<file path="src/rtl/fetch_pkg.sv">
// rtl/fetch_pkg.sv - shared types and constants for the instruction fetch stage
package fetch_pkg;

    typedef enum logic [1:0] {
        ST_REQ     = 2'd0,
        ST_WAIT    = 2'd1,
        ST_HOLD    = 2'd2,
        ST_DISCARD = 2'd3
    } fetch_state_t;

    localparam logic [31:0] NOP_INSTR        = 32'h0000_0013;
    localparam logic [31:0] DEFAULT_RESET_PC = 32'h0000_0000;

endpackage

</file>
<file path="src/rtl/if_id_reg.sv">
// rtl/if_id_reg.sv - IF/ID pipeline register with flush, load, stall and bubble
module if_id_reg
    import fetch_pkg::*;
#(
    parameter int             W        = 32,
    parameter logic [W-1:0]   RESET_PC = W'(DEFAULT_RESET_PC)
) (
    input  logic         clk_i,
    input  logic         rst_i,
    input  logic         flush_i,
    input  logic         load_i,
    input  logic         stall_i,
    input  logic [W-1:0] ld_instr_i,
    input  logic [W-1:0] ld_pc_i,
    output logic         valid_o,
    output logic [W-1:0] instr_o,
    output logic [W-1:0] pc_o,
    output logic [W-1:0] pc_plus4_o
);

    logic         valid_q, valid_d;
    logic [W-1:0] instr_q, instr_d;
    logic [W-1:0] pc_q, pc_d;
    logic [W-1:0] pc4_q, pc4_d;

    // Flush beats everything; a load fills the slot even under stall when the slot is empty
    always_comb begin
        valid_d = valid_q;
        instr_d = instr_q;
        pc_d    = pc_q;
        pc4_d   = pc4_q;
        if (flush_i) begin
            valid_d = 1'b0;
        end else if (load_i) begin
            valid_d = 1'b1;
            instr_d = ld_instr_i;
            pc_d    = ld_pc_i;
            pc4_d   = ld_pc_i + W'(4);
        end else if (!stall_i) begin
            valid_d = 1'b0;
        end
    end

    // Register state with asynchronous reset to a NOP at the reset PC
    always_ff @(posedge clk_i or posedge rst_i) begin
        if (rst_i) begin
            valid_q <= 1'b0;
            instr_q <= W'(NOP_INSTR);
            pc_q    <= RESET_PC;
            pc4_q   <= RESET_PC + W'(4);
        end else begin
            valid_q <= valid_d;
            instr_q <= instr_d;
            pc_q    <= pc_d;
            pc4_q   <= pc4_d;
        end
    end

    assign valid_o    = valid_q;
    assign instr_o    = instr_q;
    assign pc_o       = pc_q;
    assign pc_plus4_o = pc4_q;

endmodule

</file>
<file path="src/rtl/fetch_unit.sv">
// rtl/fetch_unit.sv - PC owner issuing one outstanding instruction fetch at a time
module fetch_unit
    import fetch_pkg::*;
#(
    parameter logic [31:0] RESET_PC   = DEFAULT_RESET_PC,
    parameter int          DATA_WIDTH = 32
) (
    input  logic                  clk_i,
    input  logic                  rst_i,
    input  logic                  stall_i,
    input  logic                  redirect_i,
    input  logic [DATA_WIDTH-1:0] redirect_pc_i,
    output logic                  imem_req_o,
    output logic [DATA_WIDTH-1:0] imem_addr_o,
    input  logic                  imem_rvalid_i,
    input  logic [DATA_WIDTH-1:0] imem_rdata_i,
    output logic                  valid_o,
    output logic [DATA_WIDTH-1:0] instr_o,
    output logic [6:0]            op_o,
    output logic [DATA_WIDTH-1:0] pc_o,
    output logic [DATA_WIDTH-1:0] pc_plus4_o
);

    fetch_state_t          st_q, st_d;
    logic [DATA_WIDTH-1:0] pc_q, pc_d;
    logic [DATA_WIDTH-1:0] hold_instr_q, hold_instr_d;
    logic [DATA_WIDTH-1:0] hold_pc_q, hold_pc_d;
    logic [DATA_WIDTH-1:0] target;
    logic [DATA_WIDTH-1:0] ld_instr, ld_pc;
    logic                  ld, req;

    assign target = redirect_pc_i & ~DATA_WIDTH'(3);

    // Next-state logic: a redirect always wins, and any in-flight word is either consumed, parked or dropped
    always_comb begin
        st_d         = st_q;
        pc_d         = pc_q;
        hold_instr_d = hold_instr_q;
        hold_pc_d    = hold_pc_q;
        ld           = 1'b0;
        ld_instr     = imem_rdata_i;
        ld_pc        = pc_q;
        req          = 1'b0;
        case (st_q)
            ST_REQ: begin
                if (redirect_i) begin
                    pc_d = target;
                end else begin
                    req  = 1'b1;
                    st_d = ST_WAIT;
                end
            end
            ST_WAIT: begin
                if (imem_rvalid_i) begin
                    if (redirect_i) begin
                        pc_d = target;
                        st_d = ST_REQ;
                    end else if (!stall_i || !valid_o) begin
                        ld   = 1'b1;
                        pc_d = pc_q + DATA_WIDTH'(4);
                        st_d = ST_REQ;
                    end else begin
                        hold_instr_d = imem_rdata_i;
                        hold_pc_d    = pc_q;
                        pc_d         = pc_q + DATA_WIDTH'(4);
                        st_d         = ST_HOLD;
                    end
                end else if (redirect_i) begin
                    pc_d = target;
                    st_d = ST_DISCARD;
                end
            end
            ST_HOLD: begin
                if (redirect_i) begin
                    pc_d = target;
                    st_d = ST_REQ;
                end else if (!stall_i) begin
                    ld       = 1'b1;
                    ld_instr = hold_instr_q;
                    ld_pc    = hold_pc_q;
                    st_d     = ST_REQ;
                end
            end
            ST_DISCARD: begin
                if (redirect_i) begin
                    pc_d = target;
                end
                if (imem_rvalid_i) begin
                    st_d = ST_REQ;
                end
            end
            default: st_d = ST_REQ;
        endcase
    end

    // FSM, PC and hold buffer registers
    always_ff @(posedge clk_i or posedge rst_i) begin
        if (rst_i) begin
            st_q         <= ST_REQ;
            pc_q         <= DATA_WIDTH'(RESET_PC);
            hold_instr_q <= DATA_WIDTH'(NOP_INSTR);
            hold_pc_q    <= DATA_WIDTH'(RESET_PC);
        end else begin
            st_q         <= st_d;
            pc_q         <= pc_d;
            hold_instr_q <= hold_instr_d;
            hold_pc_q    <= hold_pc_d;
        end
    end

    assign imem_req_o  = req && !rst_i;
    assign imem_addr_o = pc_q;

    if_id_reg #(
        .W        (DATA_WIDTH),
        .RESET_PC (DATA_WIDTH'(RESET_PC))
    ) u_if_id (
        .clk_i      (clk_i),
        .rst_i      (rst_i),
        .flush_i    (redirect_i),
        .load_i     (ld),
        .stall_i    (stall_i),
        .ld_instr_i (ld_instr),
        .ld_pc_i    (ld_pc),
        .valid_o    (valid_o),
        .instr_o    (instr_o),
        .pc_o       (pc_o),
        .pc_plus4_o (pc_plus4_o)
    );

    assign op_o = instr_o[6:0];

endmodule

</file>
<file path="config.mk">
export PLATFORM = sky130hd
export DESIGN_NAME = fetch_unit
export DESIGN_NICKNAME = d
export VERILOG_FILES = /design/src/rtl/fetch_pkg.sv /design/src/rtl/if_id_reg.sv /design/src/rtl/fetch_unit.sv
export SDC_FILE = /design/constraint.sdc
export NUM_CORES = 1
export LEC_CHECK = 0
export ABC_AREA = 1
export CORE_ASPECT_RATIO = 1.5
export CORE_MARGIN = 2
export CORE_UTILIZATION = 30
export DETAILED_ROUTE_END_ITERATION = 8
export PLACE_DENSITY = 0.53
export SLEW_MARGIN = 5
export SYNTH_ARGS = -nofsm -noshare
export SYNTH_HDL_FRONTEND = slang
export SYNTH_SLANG_ARGS = --single-unit
</file>
<file path="constraint.sdc">
create_clock -name clk_i -period 10.3 [get_ports clk_i]
set_input_delay 1.545 -clock clk_i [delete_from_list [all_inputs] [get_ports clk_i]]
set_output_delay 1.545 -clock clk_i [all_outputs]
set_load 0.01 [all_outputs]
</file>
==> summary.txt <==
Power
  – Worst-case vdd ir drop: 121 uV
  – Total design power: 0.00313 W
  – Power dissipated by switching net loads: 0.00113 W
  – Sw frac: 0.361
  – Power density over the cells: 245 nW/um2
  – Flop pwr share: 0.391
  – Static Leak: 5.84 nW
  – Combinational cell fraction of total power: 0.392
  – Cell internal power dissipation: 0.00200 W
  – Share of power burned in the clock network: 0.217

Critical path
  – Most common cell on crit path: clkdlybuf4s50_1
  – R2R Path Start: st_q[0]$_DFFE_PP0P_
  – Critical path cell sequence: clkdlybuf4s50_1 > nor3_1 > clkdlybuf4s50_1
  – Biggest cell delay along the critical path: 0.56 ns
  – Gate family responsible for the most delay along the worst path: buffers and inverters
  – Setup crit start: rst_i
  – Highest net fanout along the worst path: 2
  – Critical Setup Path Class: in -> out
  – Nature of the critical path startpoint: input pin
  – Arrival time of data at the critical path endpoint: 2.84 ns
  – Critical path data required time: 8.76 ns
  – CP max-delay cell: clkdlybuf4s50_1
  – Sort of element at the end of the critical path: output pin
  – Buffer and inverter count on the worst path: 2

Yosys
  – Post-synthesis instance total: 1217
  – Portion of the post-synthesis area used by sequential elements: 0.487
  – Post-synth top flop: dfrtp_1
  – EDFF count, synth: 0
  – Cell variety after synth: 44
  – Synthesized Nets: 1293
  – Top post-synthesis cells by area: dfrtp_1 47%, nand2_1 15%, nor2_1 4.8%
  – Post-synthesis cell area: 9930 um2
  – #FFs+latches synth: 193
  – Ys Warns: 0
  – Most used standard cells in the synthesized netlist: 389 x nand2_1, 186 x dfrtp_1, 128 x nor2_1
  – Area share of the leading cell type in the synthesized netlist: 0.469
  – Most numerous cell in the Yosys netlist: nand2_1
  – Synth async-reset ratio: 1.00
  – Mean Syn Cell Area: 8.16 um2
  – Yosys top cell by area: dfrtp_1

Floorplan
  – Floorplan Core Area: 32600 um2
  – Die Y: 227 um
  – Die outline width: 153 um
  – Die area: 34600 um2
  – Effective utilization at floorplan: 0.304
  – Boundary pin count: 206
  – Floorplan row count: 81

Timing
  – Setup repair after global routing missed its margin: no
  – Total of endpoints with negative setup slack in the final report: 0
  – Final-layout setup total negative slack: 0 ns
  – Clock Skews: 0.0106 ns
  – Worst-case headroom to the max-slew limit: 0.459
  – Tcrit/Tclk final: 0.425
  – Final Hold Viols: 0
  – Post-route minimum period: 4.38 ns
  – Worst-Margin Slew: 0.811 ns
  – Highest Clock Rate: 228 MHz
  – Final number of max-transition violations: 0

Global routing
  – Initial antenna violation count: 0
  – Overflow left after global routing: 0
  – Number of global-route vias before repair: 8700
  – Maximum number of pins on one net before global-route repair: 84
  – Wire length of the first global-routing pass: 48.2 mm
  – Overall fraction of global-route tracks in use: 0.180

Clock network
  – Register clock-pin slew on the reported worst setup and hold paths: 0.07 ns
  – Setup Fix Bufs, Post-CTS: 0
  – Clock latency at the later pin of the worst-skew pair: 0.46 ns
  – Clock H-tree levels: 4
  – Total clock buffers created by CTS: 17
  – TritonCTS clock tree: yes
  – Clk Tree Root Cell: clkbuf_16
  – Buffer levels on the longest clock path: 2
  – Cells resized by post-CTS repair: 0
  – CTS Hold Bufs: 0
  – Clk sinks: 193

Drt
  – Detailed router's first-iteration violation count: 458
  – Detailed-route via count: 8633
  – Number of search-and-repair iterations in the first detailed-routing pass: 5
  – Final antenna-violating net count: 0
  – WL final: 30.8 mm
  – Routed length per placed instance: 17.0 um
  – Remaining DRCs: 0
  – Via density per instance: 4.77

Cells and area
  – Proportion of layout cells with a drive suffix above 1: 0.105
  – Nets: 1458
  – Area added between synthesis and finish: 28.9%
  – Antenna cell count: 0
  – Layout fillers: 3382

Placement
  – Port Buffer Count: 203
  – HPWL after detailed placement: 22.3 mm
  – Weighted congestion at the end of routability-driven global placement: 0.829

Hold path
  – Hold_sp: u_if_id.pc_o[11]$_DFFE_PP0P_
  – Min-Delay Path Class: reg -> reg

Job
  – Count of max-cap constraint violations: 0

Status
  – Status: completed
## cells by family (layout without fill, tap and decap cells)
logic type	count (synthesis)	in the layout	synth area share
flops	193	193	0.487
mux	35	35	0.0395
compound gates	166	166	0.0960
xor+xnor	11	11	0.00970
simple gates	657	657	0.291
buf+inv	148	326	0.0675
fa+ha+maj	7	7	0.00882
## power groups by stage
stage               Combinational, W  Clock [W]  Sequential [W]
detailed placement           0.00125          0         0.00124
finish                       0.00123   0.000680         0.00123
floorplan                   0.000555          0         0.00130
global placement             0.00124          0         0.00123
global route                 0.00136   0.000726         0.00127
CTS                          0.00126   0.000702         0.00123
## routing by layer
| layer | part of all wire | track usage | wire length (um) | vias up |
|---|---|---|---|---|
| met2 | 0.54 | 0.335 | 16700 | 200 |
| met4 | 0.032 | 0.0744 | 979 | 0 |
| li1 | - | - | - | 4263 |
| met1 | 0.38 | 0.194 | 11600 | 4120 |
| met3 | 0.051 | 0.0457 | 1580 | 50 |
| met5 | 0 | 0 | 0 | - |
## sequential cells by signal, summed over array words and instances, names as in the netlist
name / count
hold_instr_q: 32
hold_pc_q: 32
imem_addr_o: 32
u_if_id.instr_o: 32
u_if_id.pc_plus4_o: 32
u_if_id.pc_o: 30
st_q: 2
u_if_id.valid_o: 1
## worst reg2reg max path, stage by stage, from the launching register on
cell and delay [ns]:
dfrtp_1 0.41, inv_1 0.12, ha_1 0.15, buf_4 0.41, nand2_4 0.37, nor2_4 0.43
nand2_2 0.08, o21ai_2 0.13, ha_1 0.29, nand3_4 0.12, inv_1 0.09, nand2_1 0.13
nor2_4 0.20, nand2_1 0.16, nand2_1 0.10, o211ai_2 0.08
## final timing paths
check                                                          end  slack (ns)  cells after the start
worst max-delay path                                    imem_req_o        5.92                      3
worst min-delay path                  u_if_id.pc_o[11]$_DFFE_PP0P_        0.47                      2
worst max register to register  u_if_id.pc_plus4_o[16]$_DFFE_PP0P_        6.91                     15
worst min register to register        u_if_id.pc_o[11]$_DFFE_PP0P_        0.47                      2
max in group asynchronous       u_if_id.pc_plus4_o[21]$_DFFE_PP0P_        6.81                      4
min in group asynchronous                 imem_addr_o[5]$_DFF_PP0_        1.62                      2
## cell usage in the layout (no fill, tap or decap), types with 3 or more instances in the layout
cell             instances
nand3_1                 57
a31oi_1                 38
buf_4                   10
nand3b_1                11
nand2_2                 19
o21ai_0                 85
o21a_1                   3
nand2_1                389
nand3_4                  3
nor3_1                  13
nand4_1                  9
nor2_8                   3
mux2_2                  34
nand2_4                  8
inv_6                    7
nor2_4                   7
clkbuf_16               17
o21ai_1                  5
ha_1                     7
xor2_1                  11
dfstp_2                  7
nor2_2                   8
dfrtp_1                186
inv_1                   72
a21oi_1                 14
nor2_1                 127
o211ai_1                12
clkdlybuf4s50_1        202
clkbuf_8                 3
inv_2                    7
## stage by stage
stage	std cells	utilization	worst slack (ns)	hold WS (ns)	area (um2)
2_1_floorplan	1217	-	3.51	0.448	9930
3_3_place_gp	1778	0.374	5.80	0.459	12200
3_5_place_dp	1778	0.374	5.77	0.462	12200
4_1_cts	1810	0.392	5.91	0.480	12800
5_1_grt	1810	0.392	5.86	0.501	12800
6_report	1810	0.392	5.92	0.472	12800
## cell type report
type                    instances  area [um2]  area share
clock buffers                  20         467      0.0365
clock inverters                12         118     0.00919
inverters                      81         312      0.0243
multi-input cells             876        4450       0.347
flip-flops and latches        193        4840       0.378
well taps                     415         519      0.0406
repair buffers                213        2100       0.164
No activity file was read; power rests on OpenSTA's default activity.
